$ cat src/rtl/mantissa_mult_iter.sv
//------------------------------------------------------------------------------
// Module      : mantissa_mult_iter
// Description : Iterative W x W unsigned mantissa multiplier with SIMD lane
//               modes. One SUB-bit chunk of A is multiplied by every SUB-bit
//               chunk of B per cycle; cross-lane partial products are masked,
//               shifted into place and accumulated over N = W/SUB cycles.
// Revision    : 1.0 - initial release
//------------------------------------------------------------------------------
`default_nettype none

module mantissa_mult_iter #(
  parameter int W   = 28,
  parameter int SUB = 7,
  parameter int OPW = 2
) (
  input  logic             clk,
  input  logic             rst,
  input  logic             in_valid,
  output logic             in_ready,
  input  logic [W-1:0]     A,
  input  logic [W-1:0]     B,
  input  logic [OPW-1:0]   op,
  output logic             out_valid,
  input  logic             out_ready,
  output logic [2*W-1:0]   out
);

  localparam int N  = W / SUB;
  localparam int CW = (N > 1) ? $clog2(N) : 1;

  localparam logic [OPW-1:0] MODE_FULL = OPW'(0);
  localparam logic [OPW-1:0] MODE_HALF = OPW'(1);
  localparam logic [OPW-1:0] MODE_LANE = OPW'(2);

  typedef enum logic [1:0] {
    S_IDLE = 2'd0,
    S_BUSY = 2'd1,
    S_DONE = 2'd2
  } state_t;

  state_t             state;
  state_t             state_nxt;
  logic [W-1:0]       a_q;
  logic [W-1:0]       b_q;
  logic [OPW-1:0]     mode_q;
  logic [2*W-1:0]     acc;
  logic [CW-1:0]      cnt;
  logic [SUB-1:0]     a_chunk;
  logic [2*W-1:0]     part [N];
  logic [2*W-1:0]     row_sum;

  // Two indices share a lane when the current mode maps them to the same lane.
  function automatic logic same_lane(input logic [OPW-1:0] m, input int i, input int j);
    case (m)
      MODE_HALF: return (i >= N/2) == (j >= N/2);
      MODE_LANE: return i == j;
      default:   return 1'b1;
    endcase
  endfunction

  // State register.
  always_ff @(posedge clk) begin
    if (rst) state <= S_IDLE;
    else     state <= state_nxt;
  end

  // Next-state and handshake outputs.
  always_comb begin
    state_nxt = state;
    in_ready  = 1'b0;
    out_valid = 1'b0;
    case (state)
      S_IDLE: begin
        in_ready = 1'b1;
        if (in_valid) state_nxt = S_BUSY;
      end
      S_BUSY: begin
        if (cnt == CW'(N-1)) state_nxt = S_DONE;
      end
      S_DONE: begin
        out_valid = 1'b1;
        if (out_ready) state_nxt = S_IDLE;
      end
      default: state_nxt = S_IDLE;
    endcase
  end

  // Select the A chunk for the current row.
  always_comb begin
    a_chunk = '0;
    for (int i = 0; i < N; i++) begin
      if (cnt == CW'(i)) a_chunk = a_q[i*SUB +: SUB];
    end
  end

  // One sub-multiplier per B chunk; products outside the row's lane are zeroed.
  for (genvar j = 0; j < N; j++) begin : g_sub
    logic [2*SUB-1:0] prod;
    logic             keep;
    assign prod    = (2*SUB)'(a_chunk) * (2*SUB)'(b_q[j*SUB +: SUB]);
    assign keep    = same_lane(mode_q, int'(cnt), j);
    assign part[j] = keep ? ((2*W)'(prod) << (SUB * (int'(cnt) + j))) : '0;
  end

  // Sum of the aligned partial products for this row.
  always_comb begin
    row_sum = '0;
    for (int j = 0; j < N; j++) row_sum = row_sum + part[j];
  end

  // Operand capture, accumulation and row counter; cnt wraps to 0 entering DONE.
  always_ff @(posedge clk) begin
    if (rst) begin
      a_q    <= '0;
      b_q    <= '0;
      mode_q <= MODE_FULL;
      acc    <= '0;
      cnt    <= '0;
    end else if (state == S_IDLE && in_valid) begin
      a_q    <= A;
      b_q    <= B;
      mode_q <= (op == MODE_HALF || op == MODE_LANE) ? op : MODE_FULL;
      acc    <= '0;
      cnt    <= '0;
    end else if (state == S_BUSY) begin
      acc    <= acc + row_sum;
      cnt    <= cnt + 1'b1;
    end
  end

  assign out = acc;

endmodule

`default_nettype wire

$ cat config.mk
export PLATFORM = sky130hd
export DESIGN_NAME = mantissa_mult_iter
export DESIGN_NICKNAME = d
export VERILOG_FILES = /design/src/rtl/mantissa_mult_iter.sv
export SDC_FILE = /design/constraint.sdc
export NUM_CORES = 1
export LEC_CHECK = 0
export ABC_AREA = 1
export BUFFER_PORTS_ARGS = -buffer_cell sky130_fd_sc_hd__clkbuf_2
export CAP_MARGIN = 20
export CORE_MARGIN = 8
export CORE_UTILIZATION = 40
export CTS_BUF_LIST = sky130_fd_sc_hd__clkbuf_4
export DETAILED_ROUTE_END_ITERATION = 10
export GPL_TIMING_DRIVEN = 0
export PLACE_DENSITY = 0.67
export SLEW_MARGIN = 40
export SYNTH_ARGS = -nofsm -noshare
export SYNTH_HDL_FRONTEND = slang
export SYNTH_SLANG_ARGS = --single-unit
export TNS_END_PERCENT = 5
$ cat constraint.sdc
create_clock -name clk -period 11.21 [get_ports clk]
set_input_delay 2.242 -clock clk [delete_from_list [all_inputs] [get_ports clk]]
set_output_delay 2.242 -clock clk [all_outputs]
set_load 0.02 [all_outputs]
======== After elaboration in Yosys (flattened, before gate mapping) ========
Index checks and enable logic that the tools add are counted.
cells by class
  $lt $le $gt $ge ......................... 1
  equality and inequality tests ........... 15
  multiplexer cells ....................... 19
  shift operators ......................... 4
  bitwise operators ....................... 1
  multiply operators ...................... 8
  add/subtract/negate cells ............... 8
  reduce and logical (&&, ||, !) cells .... 7
operators by type and width
  operator               number
  $add A56 B56 Y56       4
  $mux W56               4
  $shl A14 B6 Y56        3
  $mul A7 B7 Y14         4
  $shl A14 B5 Y56        1
  $mux W7                4
  $mul A3 B3 Y6 const A  3
  $eq A2 B2 Y1 const B   7
  $eq A2 B1 Y1 const B   5
  $mux W2                4
  $pmux W1 S2            4
  $add A2 B2 Y3 const B  2
  $logic_not A2 Y1       3
  $ne A2 B2 Y1 const B   3
  $pmux W2 S3            1
  $mul A3 B2 Y5 const A  1
  $add A2 B1 Y3 const B  1
  $reduce_and A3 Y1      1
  $add A2 B1 Y2 const B  1
  $ge A2 B2 Y1 const B   1
  $mux W1                2
  $reduce_or A2 Y1       1
  $logic_and A1 B1 Y1    1
  $logic_or A1 B1 Y1     1
  $not A1 Y1             1
word-level totals
  output and inout port bits .............. 58
  word-level logic and storage cells ...... 69
  flip-flop bits (word level) ............. 118

======== Longest topological paths before layout ========
  depth after elaboration ................. 12
  gate-level depth with buffers ........... 66

======== Worst setup path before layout ========
OpenSTA, ideal clock, no wires.
  kind .................................... register to register
  from .................................... register cnt[0]
  to ...................................... register acc[54], in the netlist out[54]
  stages on the path, launching flop included .. 53
  buffers on the path ..................... 5
  arrival ................................. 9.415 ns
  path slack .............................. 1.686 ns
  period minus slack after synthesis ...... 9.524 ns
  setup time .............................. 0.109 ns
  cell sequence ........................... dfxtp_1 buf_2 inv_2 buf_6 buf_2 buf_2 ha_1 nor2_2 inv_2 o21ai_0 nand2_1 inv_1 clkbuf_1 nand2_1 fa_1 fa_1 inv_1 fa_1 (+17 left out) inv_1 fa_1 inv_1 fa_1 inv_1 ha_1 a21o_1 a31oi_1 o21ai_0 a21oi_1 nand3_1 a21o_1 a21oi_1 o21ai_0 nand2_1 nand3_1 nand2_1 inv_1
between the ends
  longest elaborated chain between the ends .. 12
RTL lines
  what                                                       line  source
  from (decl)                                                47    logic [CW-1:0] cnt;
  from (signal assigned)                                     127   cnt <= cnt + 1'b1;
  $logic_not A2 Y1                                           92    if (cnt == CW'(i)) a_chunk = a_q[i*SUB +: SUB];
  $mux W7 (4 in a row)                                       92
  $mul A7 B7 Y14                                             100   assign prod = (2*SUB)'(a_chunk) * (2*SUB)'(b_q[j*SUB +: SUB]);
  $shl A14 B5 Y56 / $shl A14 B6 Y56 (equally long branches)  102   assign part[j] = keep ? ((2*W)'(prod) << (SUB * (int'(cnt) + j))) : '0;
  $mux W56                                                   102
  $add A56 B56 Y56 (2 in a row)                              108   for (int j = 0; j < N; j++) row_sum = row_sum + part[j];
  $add A56 B56 Y56 *                                         108
  $add A56 B56 Y56 *                                         126   acc <= acc + row_sum;
  to (signal assigned)                                       126
  to (decl)                                                  46    logic [2*W-1:0] acc;
Every way passes the cells marked *; elsewhere a longest branch is shown, timed or not.
A chain may end at the register's enable or synchronous reset.

======== Worst setup path in the final report ========
  from .................................... register cnt[0]
  to ...................................... register acc[49], in the netlist out[49]
The elaborated chain is that of the path after synthesis.

==> summary.txt <==
Status
  – Status: finished, final reports clean

Clock tree
  – # clock sinks: 118
  – Htree depth: 4
  – Root Driver: clkbuf_4
  – Clock-pin slew on the worst setup and hold paths: 150 ps
  – CTS Buffer Depth: 2
  – Num CTS Buffers: 17
  – Skew-Pair Late Insertion Delay: 810 ps
  – TritonCTS clock tree: done

Route
  – DR vias: 23941
  – DR pass1 iterations: 5
  – Final ANT Viol Nets: 0
  – # DRC: 0
  – Vias/cell: 5.372
  – Final wirelength: 94.78 mm
  – Wire length per cell: 21.27 um
  – Initial drt markers: 2551

Yosys
  – Area contributors post-synth: fa_1, inv_1, ha_1
  – Post-Synth XOR/XNOR Area: 2.611%
  – Post-Syn Instances: 3526
  – Async S/R FF share, synth: 0%
  – Post-synth EDFFs: 0
  – Leading area contributor after synthesis: fa_1
  – Syn Std Cell Area: 23150 um^2
  – Mux share of post-synthesis cell area: 0.3459%
  – Distinct cells, synth: 60
  – Complex-gate fraction of the synthesized area: 13.80%
  – Register area share after synthesis: 10.20%
  – Synth Area in Adders: 32.70%
  – Largest family of logic cells by synthesized area: adder cells
  – Synth top area share: 21.62%
  – FF+latch count, synth: 118
  – YS warnings: 0
  – Post-synthesis simple-gate area fraction: 25.99%
  – Ys flop type: dfxtp_1
  – Syn Area/Cell: 6.565 um^2

Finish
  – Layout cells sized above 1: 9.079%
  – P&R area growth vs syn: 10.43%
  – Final nets: 4194
  – Fill cells: 6278
  – Most frequent cells in the layout: inv_1, nand2_1, nor2_1, fa_1, o21ai_0
  – Fin util: 44.48%
  – Most common cell after layout, fill and taps aside: inv_1

Timing
  – Final period util: 96.22%
  – Fin. max-slew vios: 0
  – Min Clock Period, post-route: 10790 ps
  – Max frequency: 92.71 MHz
  – Fin Clk Skew: 61.90 ps
  – Worst Max-Slew Pin Slew: 948.7 ps
  – Post-route setup TNS: 0 ps
  – Slew headroom: 36.75%
  – RSZ-0062 raised after global routing: yes
  – Fin. Hold Viols: 0
  – Finish-stage setup viols: 0

Critical path
  – Critical R2R Capture: out[49]
  – Most common cell on crit path: nand2_1
  – Top Family by Delay on Critical Path: adder cells
  – R2R Setup Slk: 420 ps
  – Data arrival time of the worst path: 11480 ps
  – WS Path Type: flip-flop to flip-flop
  – Worst-path fanout max: 13
  – CP required: 11900 ps
  – CP max stage delay: 590 ps
  – Sum of buffers and inverters on the critical path: 14
  – FF-to-FF path depth: 52
  – R2r startpoint: cnt[0]
  – CP startpoint: cnt[0]
  – CP max stage cell: fa_1
  – Crit. End Element: flip-flop
  – Worst setup SP type: flip-flop

Min path
  – Hold Crit Depth: 2
  – Hold Path Origin: a_q[14]
  – Worst min-delay path category: flip-flop to flip-flop
  – Hold Crit Endpoint: a_q[14]

Power and ir drop
  – Leakage: 13.63 nW
  – P per Cell Area: 107.4 nW/um^2
  – Max IR drop VDD: 0.08708 mV

Die
  – Starting Density: 40.28%
  – Die area: 65830 um^2
  – Die height: 256.6 um
  – # rows: 88
  – Die width: 256.6 um
  – IO Pins: 120
  – Floorplan Core Area: 57480 um^2

Global routing
  – First-pass GRT wire length: 142.1 mm
  – Initial antenna violation count: 3
  – Global route overflow: 0
  – Largest net degree at the start of global routing: 17
  – Vias in the first global route: 23190
  – All-Layer GR Usage: 28.52%

Placed design
  – Placer Congestion: 1.048
  – Port bufs: 119
  – Post-DP HPWL: 81.97 mm

Run
  – Max cap viols: 0
==> per-stage QoR <==
stage	power, mW	hold slack [ps]	setup WS (ps)	area [um^2]	instances
after global placement	2.259	464.4	-1361	24720	4415
after CTS	2.682	497.6	-71.98	25200	4445
after detailed placement	2.256	472.8	-1304	24750	4415
final	2.745	496.0	423.4	25560	4457
after global routing	2.964	516.1	-30.11	25560	4457
after floorplan	1.694	424.5	1686	23170	3531
==> layer usage <==
layer | global-route usage, % | vias up | part of all wire, %
met5 | 0 | - | 0.0095
met4 | 7.447 | 2 | 2.5
met1 | 40.72 | 11497 | 45
li1 | - | 11316 | -
met3 | 6.148 | 116 | 9.8
met2 | 43.18 | 1010 | 42
==> registers in the layout (all words and copies together) (netlist names) <==
signal and count:
cnt 2, out 56, b_q 28, mode_q 2
state 2, a_q 28
==> logic make-up after synthesis <==
family	after synthesis
adder cells (fa/ha/maj)	455
flip-flops	118
multiplexers	8
AO/OA/AOI/OAI	566
XOR/XNOR	69
other	1
buffers and inverters	869
AND/OR/NAND/NOR	1440
==> tightest hold or removal path: stages (launching register included) <==
cell and delay (ps):
dfxtp_1 330, nor2_1 90, nor2_1 50
==> layout make-up <==
class / count / area [um^2] / area share (%)
Antenna cell: 2 / 5.005 / 0.01958
Clock buffer: 17 / 127.6 / 0.4992
Clock inverter: 15 / 192.7 / 0.7538
Multi-Input combinational cell: 2544 / 17810 / 69.68
Timing Repair Buffer: 129 / 670.6 / 2.623
Sequential cell: 118 / 2366 / 9.256
Buffer: 114 / 573.1 / 2.242
Inverter: 753 / 2859 / 11.18
Tap cell: 765 / 957.2 / 3.744
==> cell usage after synthesis, types with 23 or more instances <==
library cell	n
a21oi_1	167
a31oi_1	29
clkbuf_1	76
dfxtp_1	118
fa_1	250
ha_1	205
inv_1	735
nand2_1	682
nand3_1	211
nand4_1	32
nor2_1	429
nor3_1	23
o21ai_0	232
o21ai_1	25
xor2_1	47
==> worst max path at each step <==
| stage | end | slack (ps) | cells past startpoint |
|---|---|---|---|
| floorplan | out[54] | 1690 | 52 |
| global placement | out[43] | -1360 | 57 |
| CTS | out[43] | -70 | 57 |
| finish | out[49] | 420 | 52 |
| detailed placement | out[43] | -1300 | 57 |
| global route | out[43] | -30 | 56 |
==> timing repair <==
item	in CTS	in global routing
gates resized for setup	48	93
pin swaps	0	11
setup endpoints to repair	42	40
hold buffers	0	0
buffers inserted	0	10
==> power breakdown <==
part           internal (mW)  switching, mW
clock                  0.160          0.231
combinational          0.579           1.29
sequential             0.454         0.0290
Power figures use the tool's default switching activity.
